### src/rtl/shift_seq_ctrl.sv
// shift_seq_ctrl: iterative shift/rotate sequencer (one bit position per cycle) with valid/ready on both sides.
// Optional feature: define SHIFT_ZERO_FLAG_EN to add the registered 'zero' output (result==0 while in DONE).
module shift_seq_ctrl #(
   parameter int DATA_W = 8,
   parameter int CNT_W  = $clog2(DATA_W)
) (
   input  logic              clk,
   input  logic              rst_n,
   input  logic              req_valid,
   output logic              req_ready,
   input  logic [DATA_W-1:0] a_in,
   input  logic [CNT_W-1:0]  cnt_in,
   input  logic [1:0]        op_in,
   input  logic              abort,
   output logic              busy,
   output logic              res_valid,
   input  logic              res_ready,
   output logic [DATA_W-1:0] result,
   output logic              carry
`ifdef SHIFT_ZERO_FLAG_EN
   ,
   output logic              zero
`endif
);

   typedef enum logic [1:0] {
      IDLE  = 2'd0,
      SHIFT = 2'd1,
      DONE  = 2'd2
   } state_t;

   typedef enum logic [1:0] {
      OP_SHL = 2'd0,
      OP_SHR = 2'd1,
      OP_ROL = 2'd2,
      OP_ROR = 2'd3
   } op_t;

   state_t            state, state_nxt;
   op_t               op_q, op_nxt;
   logic [CNT_W-1:0]  cnt_q, cnt_nxt;
   logic [DATA_W-1:0] result_nxt;
   logic              carry_nxt;
   logic [DATA_W-1:0] step_res;
   logic              step_out;

   assign req_ready = (state == IDLE) && rst_n;
   assign busy      = (state != IDLE);
   assign res_valid = (state == DONE);

   // One-position step. The bit leaving the MSB/LSB is the shift carry and, for rotates,
   // also the bit landing at the opposite end, which is exactly the carry rule on DONE entry.
   always_comb begin
      step_res = result;
      step_out = 1'b0;
      case (op_q)
         OP_SHL: begin
            step_res = {result[DATA_W-2:0], 1'b0};
            step_out = result[DATA_W-1];
         end
         OP_SHR: begin
            step_res = {1'b0, result[DATA_W-1:1]};
            step_out = result[0];
         end
         OP_ROL: begin
            step_res = {result[DATA_W-2:0], result[DATA_W-1]};
            step_out = result[DATA_W-1];
         end
         OP_ROR: begin
            step_res = {result[0], result[DATA_W-1:1]};
            step_out = result[0];
         end
         default: begin
            step_res = result;
            step_out = 1'b0;
         end
      endcase
   end

   always_comb begin
      state_nxt  = state;
      op_nxt     = op_q;
      cnt_nxt    = cnt_q;
      result_nxt = result;
      carry_nxt  = carry;
      case (state)
         IDLE: begin
            if (req_valid) begin
               op_nxt     = op_t'(op_in);
               cnt_nxt    = cnt_in;
               result_nxt = a_in;
               carry_nxt  = 1'b0;
               if (cnt_in == '0) begin
                  state_nxt = DONE;
                  case (op_t'(op_in))
                     OP_ROL:  carry_nxt = a_in[0];
                     OP_ROR:  carry_nxt = a_in[DATA_W-1];
                     default: carry_nxt = 1'b0;
                  endcase
               end else begin
                  state_nxt = SHIFT;
               end
            end
         end
         SHIFT: begin
            if (abort) begin
               state_nxt = IDLE;
            end else begin
               result_nxt = step_res;
               carry_nxt  = step_out;
               cnt_nxt    = cnt_q - CNT_W'(1);
               if (cnt_q == CNT_W'(1)) begin
                  state_nxt = DONE;
               end
            end
         end
         DONE: begin
            if (abort || res_ready) begin
               state_nxt = IDLE;
            end
         end
         default: begin
            state_nxt = IDLE;
         end
      endcase
   end

   always_ff @(posedge clk or negedge rst_n) begin
      if (!rst_n) begin
         state  <= IDLE;
         op_q   <= OP_SHL;
         cnt_q  <= '0;
         result <= '0;
         carry  <= 1'b0;
      end else begin
         state  <= state_nxt;
         op_q   <= op_nxt;
         cnt_q  <= cnt_nxt;
         result <= result_nxt;
         carry  <= carry_nxt;
      end
   end

`ifdef SHIFT_ZERO_FLAG_EN
   // Registered alongside result so the flag is valid in the same cycle as res_valid.
   always_ff @(posedge clk or negedge rst_n) begin
      if (!rst_n) begin
         zero <= 1'b0;
      end else begin
         zero <= (state_nxt == DONE) && (result_nxt == '0);
      end
   end
`endif

endmodule
### config.mk
export PLATFORM = sky130hd
export DESIGN_NAME = shift_seq_ctrl
export DESIGN_NICKNAME = d
export VERILOG_FILES = /design/src/rtl/shift_seq_ctrl.sv
export SDC_FILE = /design/constraint.sdc
export NUM_CORES = 1
export LEC_CHECK = 0
export CORE_ASPECT_RATIO = 0.75
export CORE_UTILIZATION = 36
export CTS_BUF_LIST = sky130_fd_sc_hd__clkbuf_4 sky130_fd_sc_hd__clkbuf_8
export DETAILED_ROUTE_END_ITERATION = 8
export GPL_TIMING_DRIVEN = 1
export PLACE_DENSITY = 0.67
export SYNTH_ARGS = -nofsm -noshare
export SYNTH_HDL_FRONTEND = slang
export SYNTH_SLANG_ARGS = --single-unit
### constraint.sdc
create_clock -name clk -period 1.35 [get_ports clk]
set_input_delay 0.3375 -clock clk [delete_from_list [all_inputs] [get_ports clk]]
set_output_delay 0.3375 -clock clk [all_outputs]
set_load 0.01 [all_outputs]
Word-level counts from Yosys, hierarchy flattened. Index checks and enable logic that the tools add are counted.

Bits in registers: 16. Input port bits: 18. Output and inout port bits: 12. Word-level logic and storage cells: 49.

Add/sub/neg operators: 1. Equality and inequality tests: 12. Multiplexer cells: 19. Reductions and logical operators: 12.

Operators by type and width (number): case mux 8 bit (4 select lines) (1); two-way mux 8 bit (2); case mux 8 bit (2 select lines) (1); equality test 2 bit, second input constant (5); two-way mux 2 bit (5); two-way mux 3 bit (2); case mux 1 bit (2 select lines) (3); case mux 2 bit (3 select lines) (1); case mux 3 bit (2 select lines) (1); AND reduction 3 bit (2); equality test 2 x 1 -> 1 bit, second input constant (2); zero test 2 bit (2); != test 2 bit, second input constant (2); nonzero test 2 bit (2); OR reduction 2 bit (2); equality test 3 x 1 -> 1 bit, second input constant (1); zero test 3 bit (1); two-way mux 1 bit (3); != test 3 bit, second input constant (1); subtractor 3 x 1 -> 3 bit, second input constant (1); != test 2 x 1 -> 1 bit, second input constant (1); AND reduction 2 bit (1); logical AND 1 bit (1); logical OR 1 bit (1).

Longest topological paths before layout. Gate-level depths: netlist of run 1.

Word-level depth: 5. Depth in mapped cells: 5. Depth with buffers taken out: 5.

Worst setup path after synthesis of run 1. Ideal clock, no wire load.

Path kind: register -> register. Start: reg state[1]. End: reg result[1]. Setup time: 125 ps. Arrival time: 1360 ps. Slack: -135 ps. Stages on the path, launching flop included: 6. Path buffers: 2. Period minus slack after synthesis: 1485 ps. Cell sequence: dfrtp_1 > buf_4 > nor2b_1 > buf_2 > mux2_1 > mux2_2.

Longest elaborated chain between the ends: 3.

RTL lines: start, declared (line 39) `state_t state, state_nxt;`; start signal, assigned (line 136) `state <= state_nxt;`; equality test 2 x 1 -> 1 bit / zero test 2 bit (equally long branches) (line 86) `case (state)`; != test 2 bit (no source line) / nonzero test 2 bit (equally long branches); AND reduction 3 bit (no source line); end signal, assigned (line 139) `result <= result_nxt;`; end, declared (line 18) `output logic [DATA_W-1:0] result,`.

Several ways; a longest one is shown, not always the timed one. A chain may end at the register's enable or synchronous reset.

Worst setup path after layout of run 1.
Start: reg state[1]. End: reg result[3].

Same word-level chain as after synthesis.

==> run_summary.xml, run 1 <==
<?xml version="1.0" encoding="UTF-8"?>
<metrics>
  <group name="global_route">
    <metric name="first_global_vias" unit="">1104</metric>
    <metric name="grt_busiest_layer" unit="">met2</metric>
    <metric name="antenna_violations_before_repair" unit="">0</metric>
    <metric name="groute.layer.met1.usage" unit="">0.287</metric>
    <metric name="globalRouteOverflowTotal" unit="">0</metric>
    <metric name="use_met2" unit="">0.388</metric>
    <metric name="grt_pass1_wl" unit="um">5410</metric>
    <metric name="grt_use_met3" unit="">0.0467</metric>
    <metric name="maximum_number_of_pins_on_one_net_before_global_route_repair" unit="">17</metric>
    <metric name="grt_util_all_layers" unit="">0.230</metric>
  </group>
  <group name="routing">
    <metric name="dr_total_vias" unit="">1015</metric>
    <metric name="route.detailed.drc" unit="">0</metric>
    <metric name="via_per_inst" unit="">5.23</metric>
    <metric name="drt-wirelength-per-cell" unit="um">16.9</metric>
    <metric name="drt_wl_total" unit="um">3280</metric>
    <metric name="antenna_violating_nets_post_route" unit="">0</metric>
    <metric name="number_of_drc_violations_after_detailed_routing_iteration_0" unit="">22</metric>
    <metric name="detail_route.first_pass.iterations" unit="">4</metric>
  </group>
  <group name="power">
    <metric name="netSwitchingFraction" unit="">0.364</metric>
    <metric name="share_clk_of_total_power" unit="">0.097</metric>
    <metric name="power_switching" unit="mW">1.65</metric>
    <metric name="comb_power_share" unit="">0.685</metric>
    <metric name="total_leakage_power" unit="nW">0.881</metric>
    <metric name="power.ir.vdd_worst" unit="V">0.00118</metric>
    <metric name="fin_total_pwr" unit="mW">4.52</metric>
    <metric name="p_per_area" unit="nW/um2">2400</metric>
    <metric name="share_seq_of_total_power" unit="">0.218</metric>
    <metric name="power_report.internal_total" unit="mW">2.87</metric>
  </group>
  <group name="synthesis">
    <metric name="share_of_the_synthesized_area_in_compound_gates_ao_oa_aoi_oai" unit="">0.128</metric>
    <metric name="syn-cell-area" unit="um2">1060</metric>
    <metric name="synth_top_family_by_area" unit="">multiplexers</metric>
    <metric name="muxShareOfSynthArea" unit="">0.296</metric>
    <metric name="synth.distinct_cells" unit="">30</metric>
    <metric name="synthesis.area_per_instance" unit="um2">11.5</metric>
    <metric name="synth-adder-area-share" unit="">0.0236</metric>
    <metric name="ys_seq_elements" unit="">16</metric>
    <metric name="simple_gate_portion_of_the_synthesized_area" unit="">0.119</metric>
    <metric name="synth_edf_count" unit="">0</metric>
    <metric name="ys.warnings.count" unit="">0</metric>
    <metric name="synthesis.instances" unit="">92</metric>
    <metric name="synthesized_area_fraction_occupied_by_xor_and_xnor_cells" unit="">0</metric>
    <metric name="syn-num-nets" unit="">112</metric>
    <metric name="sequential_to_total_area_share_from_yosys_stat" unit="">0.378</metric>
    <metric name="synth_flop_type" unit="">sky130_fd_sc_hd__dfrtp_1</metric>
    <metric name="asyncSetResetFlopFracSynth" unit="">1.00</metric>
  </group>
  <group name="sta">
    <metric name="hold_viol_final" unit="">0</metric>
    <metric name="slew_headroom" unit="">0.828</metric>
    <metric name="min_period_over_period" unit="">1.09</metric>
    <metric name="unrepaired_setup_endpoints_after_global_routing" unit="">true</metric>
    <metric name="setup_ws" unit="ns">-0.126</metric>
    <metric name="worstMarginPinSlew" unit="ns">0.257</metric>
    <metric name="skew" unit="ns">0.00579</metric>
    <metric name="slew_violations" unit="">0</metric>
    <metric name="timing.fmax" unit="MHz">677</metric>
    <metric name="setup_viol" unit="">15</metric>
    <metric name="period_needed" unit="ns">1.48</metric>
  </group>
  <group name="clock_tree">
    <metric name="cts-htree-levels" unit="">1</metric>
    <metric name="clock_insertion_delay_at_the_later_pin_of_the_skew_report" unit="ns">0.26</metric>
    <metric name="cts_tree" unit="">done</metric>
    <metric name="root_buffer" unit="">sky130_fd_sc_hd__clkbuf_8</metric>
    <metric name="cts-buffers-inserted" unit="">3</metric>
    <metric name="path_clk_slew" unit="ns">0.07</metric>
    <metric name="clock_tree.buffer_depth" unit="">2</metric>
    <metric name="clock_sinks" unit="">16</metric>
  </group>
  <group name="floorplanning">
    <metric name="floorplan.die_area" unit="um2">3160</metric>
    <metric name="start_util" unit="">0.392</metric>
    <metric name="die-width" unit="um">64.6</metric>
    <metric name="core_area" unit="um2">2700</metric>
    <metric name="placement_rows" unit="">16</metric>
    <metric name="floorplan.io_pins" unit="">30</metric>
    <metric name="floorplan.die.height" unit="um">49.0</metric>
  </group>
  <group name="hold_path">
    <metric name="min_path_type" unit="">in2async</metric>
  </group>
  <group name="setup_path">
    <metric name="cp-start-kind" unit="">flop</metric>
    <metric name="reg2regPathDepth" unit="">5</metric>
    <metric name="worst_path_most_repeated_cell" unit="">sky130_fd_sc_hd__mux2_4</metric>
    <metric name="path_class" unit="">reg2reg</metric>
    <metric name="crit_path_cell_trace" unit="">buf_6 &gt; nor2b_4 &gt; buf_8 &gt; mux2_4 &gt; mux2_4</metric>
    <metric name="arrival" unit="ns">1.61</metric>
    <metric name="crit_fanout" unit="">7</metric>
    <metric name="delay_of_the_slowest_critical_path_stage" unit="ns">0.41</metric>
    <metric name="critPathSlowestCell" unit="">sky130_fd_sc_hd__dfrtp_1</metric>
    <metric name="endpoint_kind" unit="">flop</metric>
    <metric name="critical_path_required" unit="ns">1.49</metric>
  </group>
  <group name="run_status">
    <metric name="violations" unit="">negative setup slack</metric>
    <metric name="outcome" unit="">finished with violations</metric>
  </group>
  <group name="final_layout">
    <metric name="layout_common_cells" unit="">sky130_fd_sc_hd__buf_4, sky130_fd_sc_hd__mux2_4, sky130_fd_sc_hd__dfrtp_1</metric>
    <metric name="fin_nets" unit="">179</metric>
    <metric name="final_layout_size_suffix_gt1_frac" unit="">0.563</metric>
    <metric name="core_occupancy_in_the_finished_layout" unit="">0.695</metric>
    <metric name="area_growth" unit="%">77.4</metric>
    <metric name="final_common_cell" unit="">sky130_fd_sc_hd__buf_4</metric>
    <metric name="antenna-diode-count" unit="">0</metric>
  </group>
  <group name="place">
    <metric name="gp_routability_congestion" unit="">0.866</metric>
    <metric name="numPortBuffers" unit="">29</metric>
    <metric name="final_hpwl_from_detailed_placement" unit="um">2280</metric>
  </group>
  <group name="flow_run">
    <metric name="cap_violations" unit="">0</metric>
  </group>
</metrics>
-- logic make-up (layout without fill, tap and decap cells) --
| kind of cell | after synthesis | after routing |
|---|---|---|
| buf+inv | 11 | 77 |
| mux | 24 | 24 |
| simple gates | 22 | 22 |
| flops | 16 | 16 |
| fa+ha+maj | 2 | 2 |
| compound gates | 17 | 17 |
-- state kept, by name (all words and copies together) (netlist names) --
signal	cells
result	8
cnt_q	3
op_q	2
state	2
carry	1
-- worst paths after layout --
| path | from | end | slack [ns] |
|---|---|---|---|
| min | rst_n | cnt_q[1] | 0.23 |
| min reg2reg | carry | carry | 0.56 |
| min in group clk | abort | state[0] | 0.45 |
| max reg2reg | state[1] | result[3] | -0.13 |
| max in group asynchronous | rst_n | op_q[0] | 0.91 |
| max | state[1] | result[3] | -0.13 |
-- final cells by class --
cell class | instances | area, um2
Sequential cell | 16 | 402
Fill cell | 187 | 825
Tap cell | 36 | 45.0
Timing Repair Buffer | 67 | 597
Inverter | 6 | 22.5
Multi-Input combinational cell | 65 | 757
Clock buffer | 4 | 55.1
-- power groups by stage --
stage | clock network (mW) | logic [mW] | registers [mW]
2_1_floorplan | 0 | 1.40 | 0.973
3_3_place_gp | 0 | 2.32 | 0.979
3_5_place_dp | 0 | 2.39 | 0.996
4_1_cts | 0.444 | 2.85 | 0.973
5_1_grt | 0.465 | 3.30 | 1.01
6_report | 0.439 | 3.09 | 0.984
-- cells in the mapped netlist, drive strengths merged, types with 2 or more instances --
library cell / count / area share
a21oi: 2 / 0.0095
a221oi: 2 / 0.017
a2bb2oi: 2 / 0.017
a311oi: 2 / 0.017
and2b: 2 / 0.014
buf: 5 / 0.034
dfrtp: 16 / 0.38
ha: 2 / 0.024
inv: 6 / 0.021
mux2: 22 / 0.28
mux2i: 2 / 0.019
nand2: 3 / 0.011
nand2b: 4 / 0.024
nand4: 2 / 0.012
nor2: 3 / 0.011
nor2b: 3 / 0.018
nor3b: 2 / 0.014
o221ai: 2 / 0.017
o22ai: 3 / 0.018
-- critical path, delay by kind of cell (launching register included) --
family,cells,cell delay (ns)
buffers and inverters,2,0.28
DFF,1,0.41
muxes,2,0.56
and+or+nand+nor,1,0.11
-- timing repair --
item,in CTS,in global routing
gates resized for setup,53,15
setup endpoints to repair,25,19
pin swaps,10,6
buffers inserted,8,2
hold endpoints to repair,0,0
hold buffers,0,0
-- per-layer routing --
metal | routed length [um] | part of all wire
met1 | 1430 | 0.43
met3 | 134 | 0.041
met5 | 0 | 0
met2 | 1680 | 0.51
met4 | 40 | 0.012
-- through the flow --
step           setup TNS, ns  cells  cell area (um2)  hold slack [ns]  setup slack (ns)
3_3_place_gp           -5.82    181             1580            0.528            -0.514
3_5_place_dp           -6.21    181             1580            0.544            -0.523
6_report               -1.04    194             1880            0.233            -0.126
4_1_cts                -1.30    193             1800            0.235            -0.175
5_1_grt                -1.90    194             1880            0.251            -0.156
2_1_floorplan         -0.471     92             1070           0.0419           -0.0820
(Power assumes the default switching activity.)
==> run 2, diff against run 1 <==
--- a/config.mk
+++ b/config.mk
@@ -5,6 +5,7 @@
 export SDC_FILE = /design/constraint.sdc
 export NUM_CORES = 1
 export LEC_CHECK = 0
+export CAP_MARGIN = 10
 export CORE_ASPECT_RATIO = 0.75
 export CORE_UTILIZATION = 36
 export CTS_BUF_LIST = sky130_fd_sc_hd__clkbuf_4 sky130_fd_sc_hd__clkbuf_8
==> results of run 2 <==
Same layout as run 1: the final DEF is identical, and so are final timing and power.
==> run 3, diff against run 2 <==
--- a/config.mk
+++ b/config.mk
@@ -6,12 +6,14 @@
 export NUM_CORES = 1
 export LEC_CHECK = 0
 export CAP_MARGIN = 10
+export CELL_PAD_IN_SITES_DETAIL_PLACEMENT = 1
+export CELL_PAD_IN_SITES_GLOBAL_PLACEMENT = 1
 export CORE_ASPECT_RATIO = 0.75
-export CORE_UTILIZATION = 36
+export CORE_UTILIZATION = 34
 export CTS_BUF_LIST = sky130_fd_sc_hd__clkbuf_4 sky130_fd_sc_hd__clkbuf_8
 export DETAILED_ROUTE_END_ITERATION = 8
 export GPL_TIMING_DRIVEN = 1
-export PLACE_DENSITY = 0.67
+export PLACE_DENSITY = 0.78
 export SYNTH_ARGS = -nofsm -noshare
 export SYNTH_HDL_FRONTEND = slang
 export SYNTH_SLANG_ARGS = --single-unit
==> run_summary.xml, run 3 (synthesized netlist as in run 1, its figures left out) <==
<?xml version="1.0" encoding="UTF-8"?>
<metrics>
  <group name="run_status">
    <metric name="outcome" unit="">finished with violations</metric>
    <metric name="violations" unit="">negative setup slack</metric>
  </group>
  <group name="power">
    <metric name="power.ir.vdd_worst" unit="V">0.00114</metric>
    <metric name="power_switching" unit="mW">1.76</metric>
    <metric name="fin_total_pwr" unit="mW">4.58</metric>
    <metric name="netSwitchingFraction" unit="">0.384</metric>
    <metric name="share_seq_of_total_power" unit="">0.216</metric>
    <metric name="total_leakage_power" unit="nW">0.831</metric>
    <metric name="p_per_area" unit="nW/um2">2520</metric>
    <metric name="comb_power_share" unit="">0.685</metric>
    <metric name="share_clk_of_total_power" unit="">0.099</metric>
    <metric name="power_report.internal_total" unit="mW">2.82</metric>
  </group>
  <group name="global_route">
    <metric name="maximum_number_of_pins_on_one_net_before_global_route_repair" unit="">17</metric>
    <metric name="globalRouteOverflowTotal" unit="">0</metric>
    <metric name="grt_pass1_wl" unit="um">6180</metric>
    <metric name="antenna_violations_before_repair" unit="">0</metric>
    <metric name="grt_util_all_layers" unit="">0.257</metric>
    <metric name="first_global_vias" unit="">1081</metric>
  </group>
  <group name="place">
    <metric name="numPortBuffers" unit="">29</metric>
    <metric name="final_hpwl_from_detailed_placement" unit="um">2340</metric>
    <metric name="gp_routability_congestion" unit="">0.810</metric>
    <metric name="place_ws" unit="ns">-0.495</metric>
  </group>
  <group name="sta">
    <metric name="period_needed" unit="ns">1.55</metric>
    <metric name="worstMarginPinSlew" unit="ns">0.270</metric>
    <metric name="tns" unit="ns">-1.66</metric>
    <metric name="setup_viol" unit="">15</metric>
    <metric name="timing.fmax" unit="MHz">643</metric>
    <metric name="slew_headroom" unit="">0.820</metric>
    <metric name="setup_ws" unit="ns">-0.205</metric>
    <metric name="skew" unit="ns">0.00807</metric>
    <metric name="slew_violations" unit="">0</metric>
    <metric name="unrepaired_setup_endpoints_after_global_routing" unit="">true</metric>
    <metric name="hold_viol_final" unit="">0</metric>
    <metric name="min_period_over_period" unit="">1.15</metric>
  </group>
  <group name="final_layout">
    <metric name="reg.largest.list" unit="">result x8, cnt_q x3</metric>
    <metric name="largest_register_ffs" unit="">8</metric>
    <metric name="layout_common_cells" unit="">sky130_fd_sc_hd__buf_4, sky130_fd_sc_hd__mux2_4, sky130_fd_sc_hd__clkdlybuf4s50_1</metric>
    <metric name="top_register" unit="">result</metric>
    <metric name="final_layout_size_suffix_gt1_frac" unit="">0.536</metric>
    <metric name="area_growth" unit="%">71.6</metric>
    <metric name="antenna-diode-count" unit="">0</metric>
    <metric name="fin_nets" unit="">172</metric>
    <metric name="final_common_cell" unit="">sky130_fd_sc_hd__buf_4</metric>
  </group>
  <group name="floorplanning">
    <metric name="floorplan.io_pins" unit="">30</metric>
    <metric name="core_area" unit="um2">2960</metric>
    <metric name="floorplan.die_area" unit="um2">3340</metric>
    <metric name="start_util" unit="">0.358</metric>
    <metric name="floorplan.die.height" unit="um">50.3</metric>
    <metric name="die-width" unit="um">66.4</metric>
    <metric name="placement_rows" unit="">17</metric>
  </group>
  <group name="routing">
    <metric name="drt-wirelength-per-cell" unit="um">21.9</metric>
    <metric name="detail_route.first_pass.iterations" unit="">4</metric>
    <metric name="via_per_inst" unit="">5.37</metric>
    <metric name="number_of_drc_violations_after_detailed_routing_iteration_0" unit="">25</metric>
    <metric name="drt_wl_total" unit="um">4140</metric>
    <metric name="antenna_violating_nets_post_route" unit="">0</metric>
    <metric name="dr_total_vias" unit="">1015</metric>
    <metric name="route.detailed.drc" unit="">0</metric>
  </group>
  <group name="clock_tree">
    <metric name="root_buffer" unit="">sky130_fd_sc_hd__clkbuf_8</metric>
    <metric name="clock_tree.buffer_depth" unit="">2</metric>
    <metric name="cts-htree-levels" unit="">1</metric>
    <metric name="clock_insertion_delay_at_the_later_pin_of_the_skew_report" unit="ns">0.26</metric>
    <metric name="cts-buffers-inserted" unit="">3</metric>
    <metric name="cts_hold_buffers" unit="">0</metric>
    <metric name="clock_sinks" unit="">16</metric>
    <metric name="path_clk_slew" unit="ns">0.08</metric>
    <metric name="cts_tree" unit="">done</metric>
  </group>
  <group name="setup_path">
    <metric name="cp-start-kind" unit="">flop</metric>
    <metric name="regToRegEndpoint" unit="">result[3]</metric>
    <metric name="arrival" unit="ns">1.71</metric>
    <metric name="worstReg2RegStart" unit="">op_q[0]</metric>
    <metric name="critical_path_required" unit="ns">1.50</metric>
    <metric name="path_class" unit="">reg2reg</metric>
    <metric name="critPathSlowestCell" unit="">sky130_fd_sc_hd__dfrtp_2</metric>
    <metric name="worst_path_most_repeated_cell" unit="">sky130_fd_sc_hd__mux2_4</metric>
    <metric name="crit_start" unit="">op_q[0]</metric>
    <metric name="reg2regPathDepth" unit="">4</metric>
    <metric name="crit_path_cell_trace" unit="">buf_6 &gt; mux2_4 &gt; mux2_4 &gt; mux2_4</metric>
    <metric name="r2r_slack" unit="ns">-0.20</metric>
    <metric name="crit_fanout" unit="">6</metric>
    <metric name="delay_of_the_slowest_critical_path_stage" unit="ns">0.48</metric>
    <metric name="endpoint_kind" unit="">flop</metric>
  </group>
  <group name="flow_run">
    <metric name="cap_violations" unit="">0</metric>
  </group>
  <group name="hold_path">
    <metric name="min_path_type" unit="">in2async</metric>
  </group>
</metrics>
[run 3: worst max path at each step]
stage | endpoint | slack [ns]
final | result[3] | -0.20
after global routing | result[5] | -0.23
after CTS | result[2] | -0.17
after detailed placement | req_ready | -0.49
after global placement | req_ready | -0.50
after floorplan | result[2] | -0.08
[run 3: critical path, delay by kind of cell (launching register included)]
| family | cells | cell delay, ns |
|---|---|---|
| flip-flops | 1 | 0.48 |
| multiplexers | 3 | 0.81 |
| buffers and inverters | 1 | 0.15 |
[run 3: power by group through the flow]
stage	combinational, mW	sequential [mW]	clock (mW)
floorplan	1.40	0.973	0
global placement	2.21	0.982	0
detailed placement	2.30	1.00	0
CTS	2.82	0.952	0.449
global route	3.32	1.01	0.467
finish	3.14	0.991	0.452
[run 3: final cells by class]
class / instances / area, um2
flip-flops and latches: 16 / 403
fillers: 300 / 1140
clock buffers: 4 / 55.1
repair buffers: 60 / 558
inverters: 6 / 22.5
well taps: 38 / 47.5
multi-input cells: 65 / 731
[run 3: timing repair]
item,CTS,global route
gates resized for setup,50,20
endpoints found under the setup margin,25,20
setup buffers,11,1
pin swaps,5,5
gates cloned,0,0
endpoints found under the hold margin,0,0
[run 3: layer usage]
| metal | GRT usage | vias to the layer above | part of all wire |
|---|---|---|---|
| li1 | - | 457 | - |
| met1 | 0.360 | 528 | 0.46 |
| met2 | 0.422 | 26 | 0.51 |
| met3 | 0.0432 | 4 | 0.028 |
| met4 | 0.0426 | 0 | 0.0046 |
| met5 | 0 | - | 0 |
[run 3: metrics by stage]
stage | hold WS, ns | area (um2) | instances | utilization
2_1_floorplan | 0.0419 | 1070 | 92 | -
3_3_place_gp | 0.529 | 1520 | 174 | 0.513
3_5_place_dp | 0.536 | 1520 | 174 | 0.513
4_1_cts | 0.205 | 1750 | 188 | 0.590
5_1_grt | 0.214 | 1820 | 189 | 0.614
6_report | 0.192 | 1820 | 189 | 0.614
